<file path="config.mk">
export PLATFORM = sky130hd
export DESIGN_NAME = lcd_timing_gen_flat
export DESIGN_NICKNAME = d
export VERILOG_FILES = /design/src/rtl/lcd_pkg.sv /design/src/rtl/lcd_timing_gen_if.sv /design/src/rtl/lcd_sync_counter.sv /design/src/rtl/lcd_timing_gen.sv /design/src/flat_wrapper.sv
export SDC_FILE = /design/constraint.sdc
export NUM_CORES = 1
export LEC_CHECK = 0
export ABC_AREA = 1
export CORE_MARGIN = 5
export CORE_UTILIZATION = 50
export CTS_CLUSTER_SIZE = 14
export DETAILED_ROUTE_END_ITERATION = 16
export GPL_TIMING_DRIVEN = 0
export HOLD_SLACK_MARGIN = 0.15
export PLACE_DENSITY = 0.81
export SLEW_MARGIN = 20
export SYNTH_ARGS = -nofsm -noshare
export SYNTH_HDL_FRONTEND = slang
export SYNTH_SLANG_ARGS = --single-unit
</file>
<file path="constraint.sdc">
create_clock -name clk -period 1.9 [get_ports clk]
set_input_delay 0.38 -clock clk [delete_from_list [all_inputs] [get_ports clk]]
set_output_delay 0.38 -clock clk [all_outputs]
set_load 0.05 [all_outputs]
</file>
<file path="src/rtl/lcd_pkg.sv">
// Shared timing constants, pixel type and colour-bar palette for the 480x272 LCD timing path.
// LCD_TEST_PATTERN_EN selects whether the colour-bar generator is built.
package lcd_pkg;

    localparam int unsigned H_SYNC   = 4;
    localparam int unsigned H_BP     = 43;
    localparam int unsigned H_ACTIVE = 480;
    localparam int unsigned H_FP     = 8;
    localparam int unsigned V_SYNC   = 4;
    localparam int unsigned V_BP     = 12;
    localparam int unsigned V_ACTIVE = 272;
    localparam int unsigned V_FP     = 8;
    localparam int unsigned H_TOTAL  = H_SYNC + H_BP + H_ACTIVE + H_FP;
    localparam int unsigned V_TOTAL  = V_SYNC + V_BP + V_ACTIVE + V_FP;
    localparam int unsigned BAR_W    = H_ACTIVE / 8;

    typedef logic [9:0] hcnt_t;
    typedef logic [8:0] vcnt_t;

    localparam hcnt_t H_SYNC_END  = hcnt_t'(H_SYNC);
    localparam hcnt_t H_ACT_START = hcnt_t'(H_SYNC + H_BP);
    localparam hcnt_t H_ACT_END   = hcnt_t'(H_SYNC + H_BP + H_ACTIVE);
    localparam hcnt_t H_LAST      = hcnt_t'(H_TOTAL - 1);
    localparam hcnt_t BAR_WIDTH   = hcnt_t'(BAR_W);
    localparam vcnt_t V_SYNC_END  = vcnt_t'(V_SYNC);
    localparam vcnt_t V_ACT_START = vcnt_t'(V_SYNC + V_BP);
    localparam vcnt_t V_ACT_END   = vcnt_t'(V_SYNC + V_BP + V_ACTIVE);
    localparam vcnt_t V_LAST      = vcnt_t'(V_TOTAL - 1);

    typedef struct packed {
        logic [4:0] r;
        logic [5:0] g;
        logic [4:0] b;
    } rgb565_t;

    localparam rgb565_t FILL_RGB    = 16'h0000;
    localparam rgb565_t BAR_WHITE   = 16'hFFFF;
    localparam rgb565_t BAR_YELLOW  = 16'hFFE0;
    localparam rgb565_t BAR_CYAN    = 16'h07FF;
    localparam rgb565_t BAR_GREEN   = 16'h07E0;
    localparam rgb565_t BAR_MAGENTA = 16'hF81F;
    localparam rgb565_t BAR_RED     = 16'hF800;
    localparam rgb565_t BAR_BLUE    = 16'h001F;
    localparam rgb565_t BAR_BLACK   = 16'h0000;

    function automatic rgb565_t bar_colour(logic [2:0] idx);
        rgb565_t c;
        unique case (idx)
            3'd0: c = BAR_WHITE;
            3'd1: c = BAR_YELLOW;
            3'd2: c = BAR_CYAN;
            3'd3: c = BAR_GREEN;
            3'd4: c = BAR_MAGENTA;
            3'd5: c = BAR_RED;
            3'd6: c = BAR_BLUE;
            3'd7: c = BAR_BLACK;
        endcase
        return c;
    endfunction

endpackage

</file>
<file path="src/rtl/lcd_timing_gen_if.sv">
// Pixel stream handshake between the frame-fetch stage (master) and the LCD timing block (slave).
interface lcd_timing_gen_if;
    import lcd_pkg::*;

    rgb565_t pix_data;
    logic    pix_valid;
    logic    pix_ready;
    logic    frame_start;
    logic    line_start;

    modport master (
        output pix_data,
        output pix_valid,
        input  pix_ready,
        input  frame_start,
        input  line_start
    );

    modport slave (
        input  pix_data,
        input  pix_valid,
        output pix_ready,
        output frame_start,
        output line_start
    );

endinterface

</file>
<file path="src/rtl/lcd_sync_counter.sv">
// Horizontal/vertical pixel counters with sync, active-region and line/frame pulse decode.
// With LCD_TEST_PATTERN_EN it also exports the colour-bar index of the current column.
module lcd_sync_counter
    import lcd_pkg::*;
(
    input  logic       clk,
    input  logic       reset_n,
    input  logic       enable_i,
`ifdef LCD_TEST_PATTERN_EN
    output logic [2:0] bar_o,
`endif
    output logic       hs_o,
    output logic       vs_o,
    output logic       act_o,
    output logic       frame_start_o,
    output logic       line_start_o
);

    hcnt_t hcnt_q, hcnt_d;
    vcnt_t vcnt_q, vcnt_d;

    // Disabled means parked at the origin, so a re-enable always begins a clean frame.
    always_comb begin
        hcnt_d = hcnt_q;
        vcnt_d = vcnt_q;
        if (!enable_i) begin
            hcnt_d = '0;
            vcnt_d = '0;
        end else if (hcnt_q == H_LAST) begin
            hcnt_d = '0;
            vcnt_d = (vcnt_q == V_LAST) ? '0 : vcnt_q + vcnt_t'(1);
        end else begin
            hcnt_d = hcnt_q + hcnt_t'(1);
        end
    end

    always_ff @(posedge clk) begin
        if (!reset_n) begin
            hcnt_q <= '0;
            vcnt_q <= '0;
        end else begin
            hcnt_q <= hcnt_d;
            vcnt_q <= vcnt_d;
        end
    end

    always_comb begin
        hs_o          = enable_i && (hcnt_q < H_SYNC_END);
        vs_o          = enable_i && (vcnt_q < V_SYNC_END);
        act_o         = enable_i && (hcnt_q >= H_ACT_START) && (hcnt_q < H_ACT_END) &&
                        (vcnt_q >= V_ACT_START) && (vcnt_q < V_ACT_END);
        frame_start_o = enable_i && (hcnt_q == '0) && (vcnt_q == '0);
        line_start_o  = enable_i && (hcnt_q == '0);
    end

`ifdef LCD_TEST_PATTERN_EN
    hcnt_t x_off;

    always_comb begin
        x_off = hcnt_q - H_ACT_START;
        bar_o = 3'(x_off / BAR_WIDTH);
    end
`endif

endmodule

</file>
<file path="src/rtl/lcd_timing_gen.sv">
// 480x272 RGB-panel timing generator: pulls pixels over a valid/ready stream, tracks underflow,
// and drives registered panel pins. LCD_TEST_PATTERN_EN adds a test_mode colour-bar source.
module lcd_timing_gen
    import lcd_pkg::*;
(
    input  logic                    clk,
    input  logic                    reset_n,
    input  logic                    enable_i,
`ifdef LCD_TEST_PATTERN_EN
    input  logic                    test_mode_i,
`endif
    input  logic                    clr_underflow_i,
    lcd_timing_gen_if.slave         pix_if,
    output logic [4:0]              lcd_r_o,
    output logic [5:0]              lcd_g_o,
    output logic [4:0]              lcd_b_o,
    output logic                    lcd_hsync_o,
    output logic                    lcd_vsync_o,
    output logic                    lcd_den_o,
    output logic                    underflow_o,
    output logic [15:0]             underflow_cnt_o
);

    logic    run;
    logic    hs, vs, act, fs, ls;
    logic    test_active;
    rgb565_t pattern;
    logic    xfer, miss;

    // Holding reset also silences the combinational decode, not just the registers.
    assign run = enable_i & reset_n;

`ifdef LCD_TEST_PATTERN_EN
    logic [2:0] bar;
`endif

    lcd_sync_counter u_sync_counter (
        .clk           (clk),
        .reset_n       (reset_n),
        .enable_i      (run),
`ifdef LCD_TEST_PATTERN_EN
        .bar_o         (bar),
`endif
        .hs_o          (hs),
        .vs_o          (vs),
        .act_o         (act),
        .frame_start_o (fs),
        .line_start_o  (ls)
    );

`ifdef LCD_TEST_PATTERN_EN
    assign test_active = test_mode_i;
    assign pattern     = bar_colour(bar);
`else
    assign test_active = 1'b0;
    assign pattern     = FILL_RGB;
`endif

    assign pix_if.pix_ready   = act & ~test_active;
    assign pix_if.frame_start = fs;
    assign pix_if.line_start  = ls;

    assign xfer = pix_if.pix_valid & pix_if.pix_ready;
    assign miss = act & ~test_active & ~pix_if.pix_valid;

    rgb565_t     rgb_q, rgb_d;
    logic        hsync_q, vsync_q, den_q;
    logic        underflow_q, underflow_d;
    logic [15:0] cnt_q, cnt_d;

    always_comb begin
        rgb_d       = FILL_RGB;
        underflow_d = underflow_q;
        cnt_d       = cnt_q;
        if (xfer) begin
            rgb_d = pix_if.pix_data;
        end else if (act && test_active) begin
            rgb_d = pattern;
        end
        if (miss) begin
            underflow_d = 1'b1;
            if (cnt_q != 16'hFFFF) begin
                cnt_d = cnt_q + 16'd1;
            end
        end
        // A clear coincident with a miss must leave the count at zero.
        if (clr_underflow_i) begin
            underflow_d = 1'b0;
            cnt_d       = '0;
        end
    end

    always_ff @(posedge clk) begin
        if (!reset_n) begin
            rgb_q       <= FILL_RGB;
            hsync_q     <= 1'b0;
            vsync_q     <= 1'b0;
            den_q       <= 1'b0;
            underflow_q <= 1'b0;
            cnt_q       <= '0;
        end else begin
            rgb_q       <= rgb_d;
            hsync_q     <= hs;
            vsync_q     <= vs;
            den_q       <= act;
            underflow_q <= underflow_d;
            cnt_q       <= cnt_d;
        end
    end

    assign lcd_r_o         = rgb_q.r;
    assign lcd_g_o         = rgb_q.g;
    assign lcd_b_o         = rgb_q.b;
    assign lcd_hsync_o     = hsync_q;
    assign lcd_vsync_o     = vsync_q;
    assign lcd_den_o       = den_q;
    assign underflow_o     = underflow_q;
    assign underflow_cnt_o = cnt_q;

endmodule

</file>
<file path="src/flat_wrapper.sv">
// flat-port wrapper written by rule: the top's interface ports become plain ports
module lcd_timing_gen_flat import lcd_pkg::*;
  (clk, reset_n, enable_i, clr_underflow_i, lcd_r_o, lcd_g_o, lcd_b_o, lcd_hsync_o, lcd_vsync_o, lcd_den_o, underflow_o, underflow_cnt_o, pix_if_pix_data, pix_if_pix_valid, pix_if_pix_ready, pix_if_frame_start, pix_if_line_start);
  lcd_timing_gen_if pix_if_i ();
  input  logic clk;
  input  logic reset_n;
  input  logic enable_i;
  input  logic clr_underflow_i;
  output logic [4:0] lcd_r_o;
  output logic [5:0] lcd_g_o;
  output logic [4:0] lcd_b_o;
  output logic lcd_hsync_o;
  output logic lcd_vsync_o;
  output logic lcd_den_o;
  output logic underflow_o;
  output logic [15:0] underflow_cnt_o;
  input wire logic [$bits(pix_if_i.pix_data)-1:0] pix_if_pix_data;
  input wire logic [$bits(pix_if_i.pix_valid)-1:0] pix_if_pix_valid;
  output wire logic [$bits(pix_if_i.pix_ready)-1:0] pix_if_pix_ready;
  output wire logic [$bits(pix_if_i.frame_start)-1:0] pix_if_frame_start;
  output wire logic [$bits(pix_if_i.line_start)-1:0] pix_if_line_start;
  assign pix_if_i.pix_data = pix_if_pix_data;
  assign pix_if_i.pix_valid = pix_if_pix_valid;
  assign pix_if_pix_ready = pix_if_i.pix_ready;
  assign pix_if_frame_start = pix_if_i.frame_start;
  assign pix_if_line_start = pix_if_i.line_start;
  lcd_timing_gen u_core (.clk(clk), .reset_n(reset_n), .enable_i(enable_i), .clr_underflow_i(clr_underflow_i), .pix_if(pix_if_i), .lcd_r_o(lcd_r_o), .lcd_g_o(lcd_g_o), .lcd_b_o(lcd_b_o), .lcd_hsync_o(lcd_hsync_o), .lcd_vsync_o(lcd_vsync_o), .lcd_den_o(lcd_den_o), .underflow_o(underflow_o), .underflow_cnt_o(underflow_cnt_o));
endmodule
</file>
==> flow_summary.json, run 1 <==
{
  "outcome": "finished, violations left",
  "failed_checks": "setup timing",
  "coreArea_sq_mm": 0.00517,
  "drc": 0,
  "fin_cells": 518,
  "totalPowerFinal_w": 0.00198,
  "drtIter0Drc": 168,
  "syn_area_per_cell_sq_um": 7.21,
  "cp.required_ps": 1520,
  "period_share": 1.06,
  "antenna_found_initial": 0,
  "power.leakage_nw": 1.63,
  "grt_usage": 0.198,
  "finalNetCount": 474,
  "grt_pass1_vias": 2517,
  "drive_above_1_share": 0.156,
  "h-tree-depth": 2,
  "grt_max_degree": 20,
  "synth_nets": 402,
  "detail_route.wl_per_cell_um": 12.6,
  "holdWs_ps": 456,
  "ys_warn_count": 0,
  "hold_violations": 0,
  "cts_buffers": 5,
  "timing.fmax_mhz": 499,
  "cts-root-buf": "clkbuf_8",
  "setup_viol": 1,
  "maxSlewHeadroom": 0.642,
  "final_cell_area_sq_mm": 0.00364,
  "portBuffers": 59,
  "dpl.cell_count": 504,
  "cp.arrival_ps": 1630,
  "synth_edf_count": 0,
  "fp-row-count": 26,
  "ir_worst_vdd_mv": 0.415,
  "grt-ovfl-total": 0,
  "clkSlewWorstSetupHoldPaths_ps": 100,
  "netlist-cell-type-count": 29,
  "critPathMaxFanout": 4,
  "cts_tree": "yes",
  "async_reset_ff_frac": 0,
  "via_per_inst": 5.06,
  "cts.sinks": 55,
  "synth-main-ff-cell": "dfxtp_1",
  "drtAntennaViolNets": 0,
  "dieArea_sq_mm": 0.00698,
  "seq_area_frac_synth": 0.407,
  "fill_cells": 403,
  "maxCapViolCount": 0,
  "start_util": 0.523,
  "fin_skew_ps": 12.8,
  "end_kind": "primary output",
  "finalWeightedCongestion": 0.916,
  "num_vias": 2619,
  "worst_setup_path_start_kind": "flip-flop",
  "die_height_um": 83.6,
  "ios": 60,
  "worstMarginPinSlew_ps": 536,
  "critPathKind": "flip-flop to primary output",
  "drt-total-wl_um": 6550,
  "syn-cell-area_sq_mm": 0.00271,
  "rsz0062_at_grt": "true",
  "first_pass_iters": 4,
  "power_density_mw_per_mm2": 543,
  "dp_hpwl_um": 4750,
  "setup_ws_ps": -106,
  "clk_path_buf_depth": 2,
  "dpl-instance-area_sq_mm": 0.00340,
  "areaGrowthSynthToFinish_pct": 34.7,
  "hold_path.class": "flip-flop to flip-flop",
  "finalCriticalPeriod_ps": 2010,
  "grt_pass1_wl_um": 11500,
  "fp.dieW_um": 83.6,
  "n_antenna_cell": 0,
  "netlist_instances": 375,
  "yosys_register_bits": 55,
  "clk-insertion-delay-late_ps": 320,
  "fin_tns_setup_ps": -106,
  "drv_slew": 0
}
==> stage by stage <==
step | setup slack (ps) | utilization
4_1_cts | -94.8 | 0.695
6_report | -106 | 0.705
2_1_floorplan | 34.9 | -
5_1_grt | -208 | 0.705
3_5_place_dp | -1100 | 0.657
3_3_place_gp | -1080 | 0.657
==> cells in the mapped netlist (2+ instances only) <==
master | instances | area, sq um
nand3_2 | 2 | 20.0
or2_2 | 2 | 12.5
nor3_1 | 8 | 40.0
nand2_2 | 3 | 18.8
clkbuf_1 | 3 | 11.3
nand3_1 | 19 | 95.1
clkinv_1 | 2 | 7.51
nor2_2 | 3 | 18.8
inv_1 | 52 | 195
inv_2 | 2 | 7.51
nand4_1 | 26 | 163
a21oi_1 | 26 | 130
buf_6 | 3 | 33.8
xnor2_1 | 3 | 26.3
xor2_1 | 11 | 96.3
nor4_1 | 5 | 31.3
o21ai_0 | 6 | 30.0
nor2_1 | 54 | 203
dfxtp_1 | 55 | 1100
nand2_1 | 76 | 285
ha_1 | 6 | 75.1
==> path summary, 6_finish.rpt <==
| kind | start | end | slack, ps | cells past startpoint |
|---|---|---|---|---|
| setup reg to reg | u_core.u_sync_counter.hcnt_q[1] | u_core.underflow_cnt_o[13] | 90 | 11 |
| hold / removal | u_core.u_sync_counter.hcnt_q[0] | u_core.u_sync_counter.hcnt_q[0] | 460 | 1 |
| setup / recovery | u_core.u_sync_counter.hcnt_q[1] | pix_if_pix_ready | -110 | 8 |
| hold reg to reg | u_core.u_sync_counter.hcnt_q[0] | u_core.u_sync_counter.hcnt_q[0] | 460 | 1 |
==> layout by cell type, fill, tap and decap left out, types with 2 or more instances in the layout <==
master and n:
clkbuf_8 5, dlymetal6s2s_1 7, nor3_2 2, inv_1 45, clkdlybuf4s50_1 33, nor4_1 4
nand2_1 73, dfxtp_4 2, nand2_2 5, ha_1 3, nand4_1 26, nand3_4 3
inv_6 3, nor2_2 5, xor2_1 11, clkbuf_1 2, inv_2 9, dlygate4sd2_1 16
dfxtp_2 8, buf_6 3, nor3_1 7, nor2_1 52, nand3_2 3, nand3_1 16
or2_2 2, o21ai_0 6, a21oi_1 26, buf_4 7, buf_8 2, dfxtp_1 45
xnor2_1 3, ha_4 2
==> worst max-delay path: stages, from the launching register on <==
cell and delay (ps):
dfxtp_4 370, ha_4 170, nand3_4 110, nor2_1 60, nand2_1 70, nand3_2 130
nor2_8 150, buf_8 110, buf_8 130
==> sequential cells by signal (all words and copies together) (netlist names) <==
name and count:
u_core.u_sync_counter.vcnt_q 9, u_core.underflow_cnt_o 16, u_core.lcd_vsync_o 1, u_core.lcd_b_o 5
u_core.underflow_o 1, u_core.lcd_hsync_o 1, u_core.lcd_den_o 1, u_core.lcd_r_o 5
u_core.lcd_g_o 6, u_core.u_sync_counter.hcnt_q 10
==> layout make-up <==
type / count / area, sq um / share of cell area
inverters: 56 / 213 / 0.0584
multi-input cells: 258 / 1440 / 0.396
plain buffers: 6 / 50.0 / 0.0137
repair buffers: 65 / 637 / 0.175
clock inverters: 3 / 26.3 / 0.00721
flip-flops and latches: 55 / 1120 / 0.307
well taps: 70 / 87.6 / 0.0240
clock buffers: 5 / 68.8 / 0.0189
==> report_power, final <==
| part | switching, W | internal (W) | total (W) |
|---|---|---|---|
| Combinational | 0.0000677 | 0.0000622 | 0.000130 |
| Sequential | 0.00000346 | 0.00115 | 0.00116 |
| Clock | 0.000418 | 0.000275 | 0.000692 |
==> routing by layer <==
metal	vias up	part of all wire	track usage
li1	1361	-	-
met1	1167	0.44	0.245
met2	74	0.48	0.324
met3	17	0.061	0.0592
met4	0	0.020	0.0775
met5	-	0	0
==> logic make-up (layout without fill, tap and decap cells) <==
logic type	Yosys count	after routing	synth area share
AND/OR/NAND/NOR	203	203	0.358
flip-flops	55	55	0.407
AO/OA/AOI/OAI	35	35	0.0680
XOR/XNOR	14	14	0.0453
adder cells (fa/ha/maj)	6	6	0.0278
buffers and inverters	62	135	0.0944
==> what timing repair did <==
item	CTS	global route
pin swaps	5	4
hold buffers	0	0
gates resized for setup	63	20
setup endpoints to repair	18	31
buffers inserted	6	0
endpoints found under the hold margin	0	0
(Power assumes the default switching activity.)
==> run 2, diff against run 1 <==
- ABC_AREA: 1 -> not set
- CORE_UTILIZATION: 50 -> 49
==> run 2 against run 1 <==
Compared with the run above:
- the flow still finishes with violations (setup timing)
- worst hold slack improved by 25 ps
- final cell count decreased by 17%
- sequential power about the same
- combinational power increased by 13%
- critical path depth decreased by 2
- fmax decreased by 19%
- core utilization increased by 4.3 points
- critical endpoint is now pix_if_frame_start
- largest power group unchanged
==> flow_summary.json, run 2 <==
{
  "timing.fmax_mhz": 404,
  "synth-main-ff-cell": "dfxtp_1",
  "critPathKind": "flip-flop to primary output",
  "cts-root-buf": "clkbuf_8",
  "period_share": 1.30,
  "p_sw_w": 0.000473,
  "clkSlewWorstSetupHoldPaths_ps": 90,
  "netlist_instances": 269,
  "drc": 0,
  "synth_area_leader_cell": "dfxtp_1",
  "dpl.cell_count": 398,
  "r2r_slack_ps": -420,
  "coreArea_sq_mm": 0.00504,
  "r2r_cells": 10,
  "layout_commonest_cell": "dfxtp_1",
  "worst_setup_path_start_kind": "flip-flop",
  "grt-ovfl-total": 0,
  "p_int_w": 0.00148,
  "final_cell_area_sq_mm": 0.00377,
  "comb_power_share": 0.075,
  "fp.dieW_um": 81.4,
  "cts_tree": "yes",
  "grt_pass1_wl_um": 10300,
  "power_density_mw_per_mm2": 518,
  "layout_common_cells": "dfxtp_1 (39), clkdlybuf4s50_1 (37), nor2_1 (24)",
  "hold_violations": 0,
  "fin_cells": 429,
  "clk-insertion-delay-late_ps": 320,
  "end_kind": "primary output",
  "setup_viol": 43,
  "drv_slew": 0,
  "h-tree-depth": 2,
  "fin_skew_ps": 12.4,
  "clockPowerShare": 0.335,
  "synth.most_common_cell": "dfxtp_1",
  "seq_area_frac_synth": 0.441,
  "pre_cts_ws_ps": -1370,
  "ir_worst_vdd_mv": 0.337,
  "largest_register_ffs": 16,
  "netlist-cell-type-count": 48,
  "cp.required_ps": 1520,
  "holdPathStages": 1,
  "hold_path.class": "flip-flop to flip-flop",
  "ys_warn_count": 0,
  "fp-row-count": 26,
  "netlist_top_cells_area": "dfxtp_1 (44%), and3_1 (5.5%), nor2_1 (3.8%)",
  "totalPowerFinal_w": 0.00195,
  "drt-total-wl_um": 6690,
  "portBuffers": 59,
  "dieArea_sq_mm": 0.00663,
  "reg2reg_from": "u_core.u_sync_counter.hcnt_q[6]",
  "syn_area_per_cell_sq_um": 9.29,
  "seqPwrFrac": 0.590,
  "holdCritStartpoint": "u_core.u_sync_counter.hcnt_q[0]",
  "worstMarginPinSlew_ps": 671,
  "grt_pass1_vias": 2131,
  "finalWeightedCongestion": 0.924,
  "drtAntennaViolNets": 0,
  "drive_above_1_share": 0.267,
  "critPathMaxFanout": 5,
  "die_height_um": 81.4,
  "synth_edf_count": 0,
  "power.leakage_nw": 1.56,
  "synth_compound_area_frac": 0.0906,
  "n_antenna_cell": 0,
  "areaGrowthSynthToFinish_pct": 50.9,
  "synth_top_family_by_area": "simple AND/OR/NAND/NOR gates",
  "synthMuxAreaShare": 0.0200,
  "antenna_found_initial": 0,
  "clk_path_buf_depth": 2,
  "via_per_inst": 5.48,
  "yosysTopAreaCellShare": 0.441,
  "synthSimpleGateAreaFrac": 0.328,
  "maxCapViolCount": 0,
  "grt_usage": 0.199,
  "power_switching_share": 0.242,
  "rsz0062_at_grt": "true",
  "syn-cell-area_sq_mm": 0.00250,
  "setup_ws_ps": -575,
  "cts_buffers": 5,
  "synth_fa_ha_area_frac": 0.0300,
  "cp.arrival_ps": 2100,
  "finalNetCount": 385,
  "failed_checks": "setup timing",
  "outcome": "finished, violations left",
  "num_vias": 2352,
  "first_pass_iters": 5,
  "start_util": 0.496,
  "finalCriticalPeriod_ps": 2480,
  "drtIter0Drc": 151,
  "r2r-end": "u_core.underflow_cnt_o[13]",
  "detail_route.wl_per_cell_um": 15.6,
  "grt_max_degree": 18,
  "fill_cells": 340,
  "dpl-instance-area_sq_mm": 0.00321,
  "dp_hpwl_um": 4030,
  "cts.sinks": 55,
  "synth_nets": 296,
  "async_reset_ff_frac": 0,
  "yosys_register_bits": 55,
  "maxSlewHeadroom": 0.549,
  "synth_common_cells": "dfxtp_1 (55), nor2_1 (25), and3_1 (22), nand2_1 (16)",
  "ios": 60,
  "synthXorXnorAreaFrac": 0.0526,
  "hold_path_end": "u_core.u_sync_counter.hcnt_q[0]"
}
[run 2: cell types whose count changed after synthesis, sizes merged, moves of 11 or more]
cell and change:
nand2b +11, nand4 -16, inv -47, nand2 -62, and3 +23, nor2 -34, a21oi -19
[run 2: timing repair]
action | CTS | global route
gates cloned | 2 | 2
gates resized for setup | 80 | 29
hold buffers | 0 | 0
setup endpoints to repair | 45 | 50
pin swaps | 20 | 10
setup buffers | 15 | 7
[run 2: worst max-delay path, stage by stage (launching register included)]
cell     delay [ps]
dfxtp_1         370
or3_4           350
or4_4           440
nor3_4          130
and2_4          170
and3_4          180
buf_8           140
[run 2: logic make-up after synthesis]
logic type | after synthesis
and+or+nand+nor | 138
DFF | 55
AOI/OAI and AO/OA | 30
buffers and inverters | 20
xor gates and xnor gates | 15
adders and majority gates | 6
muxes | 5
[run 2: per-layer routing]
layer / part of all wire / routed length, um / GRT usage / vias to the layer above
met2: 0.50 / 3350 / 0.329 / 79
met5: 0 / 0 / 0 / -
met4: 0.017 / 112 / 0.0625 / 0
li1: - / - / - / 1151
met1: 0.43 / 2860 / 0.261 / 1110
met3: 0.055 / 368 / 0.0384 / 12
[run 2: through the flow]
step | util | hold slack [ps] | setup TNS [ps]
after floorplan | - | 430 | -434
after global placement | 0.637 | 445 | -15190
after detailed placement | 0.637 | 461 | -15950
after CTS | 0.720 | 486 | -7500
after global routing | 0.748 | 511 | -13360
final | 0.748 | 481 | -9320
[run 2: final cells by class]
class | count | area (sq um) | share of cell area
Buffer | 12 | 105 | 0.0279
Clock buffer | 5 | 68.8 | 0.0182
Clock inverter | 3 | 20.0 | 0.00531
Inverter | 7 | 26.3 | 0.00697
Multi-Input combinational cell | 194 | 1450 | 0.384
Sequential cell | 55 | 1130 | 0.300
Tap cell | 70 | 87.6 | 0.0232
Timing Repair Buffer | 83 | 883 | 0.234
[run 2: how the worst max path moves through the flow]
stage	startpoint	endpoint	cells after the start
floorplan	u_core.u_sync_counter.hcnt_q[5]	pix_if_frame_start	5
finish	u_core.u_sync_counter.hcnt_q[6]	pix_if_frame_start	6
CTS	u_core.u_sync_counter.hcnt_q[5]	pix_if_frame_start	6
global placement	reset_n	pix_if_frame_start	7
detailed placement	reset_n	pix_if_frame_start	7
global route	u_core.u_sync_counter.hcnt_q[6]	pix_if_frame_start	6
[run 2: power by group through the flow]
stage,logic [W],clock network [W],registers [W]
2_1_floorplan,0.0000543,0,0.00119
6_report,0.000147,0.000655,0.00115
3_5_place_dp,0.000127,0,0.00118
4_1_cts,0.000139,0.000657,0.00115
3_3_place_gp,0.000125,0,0.00118
5_1_grt,0.000158,0.000711,0.00115
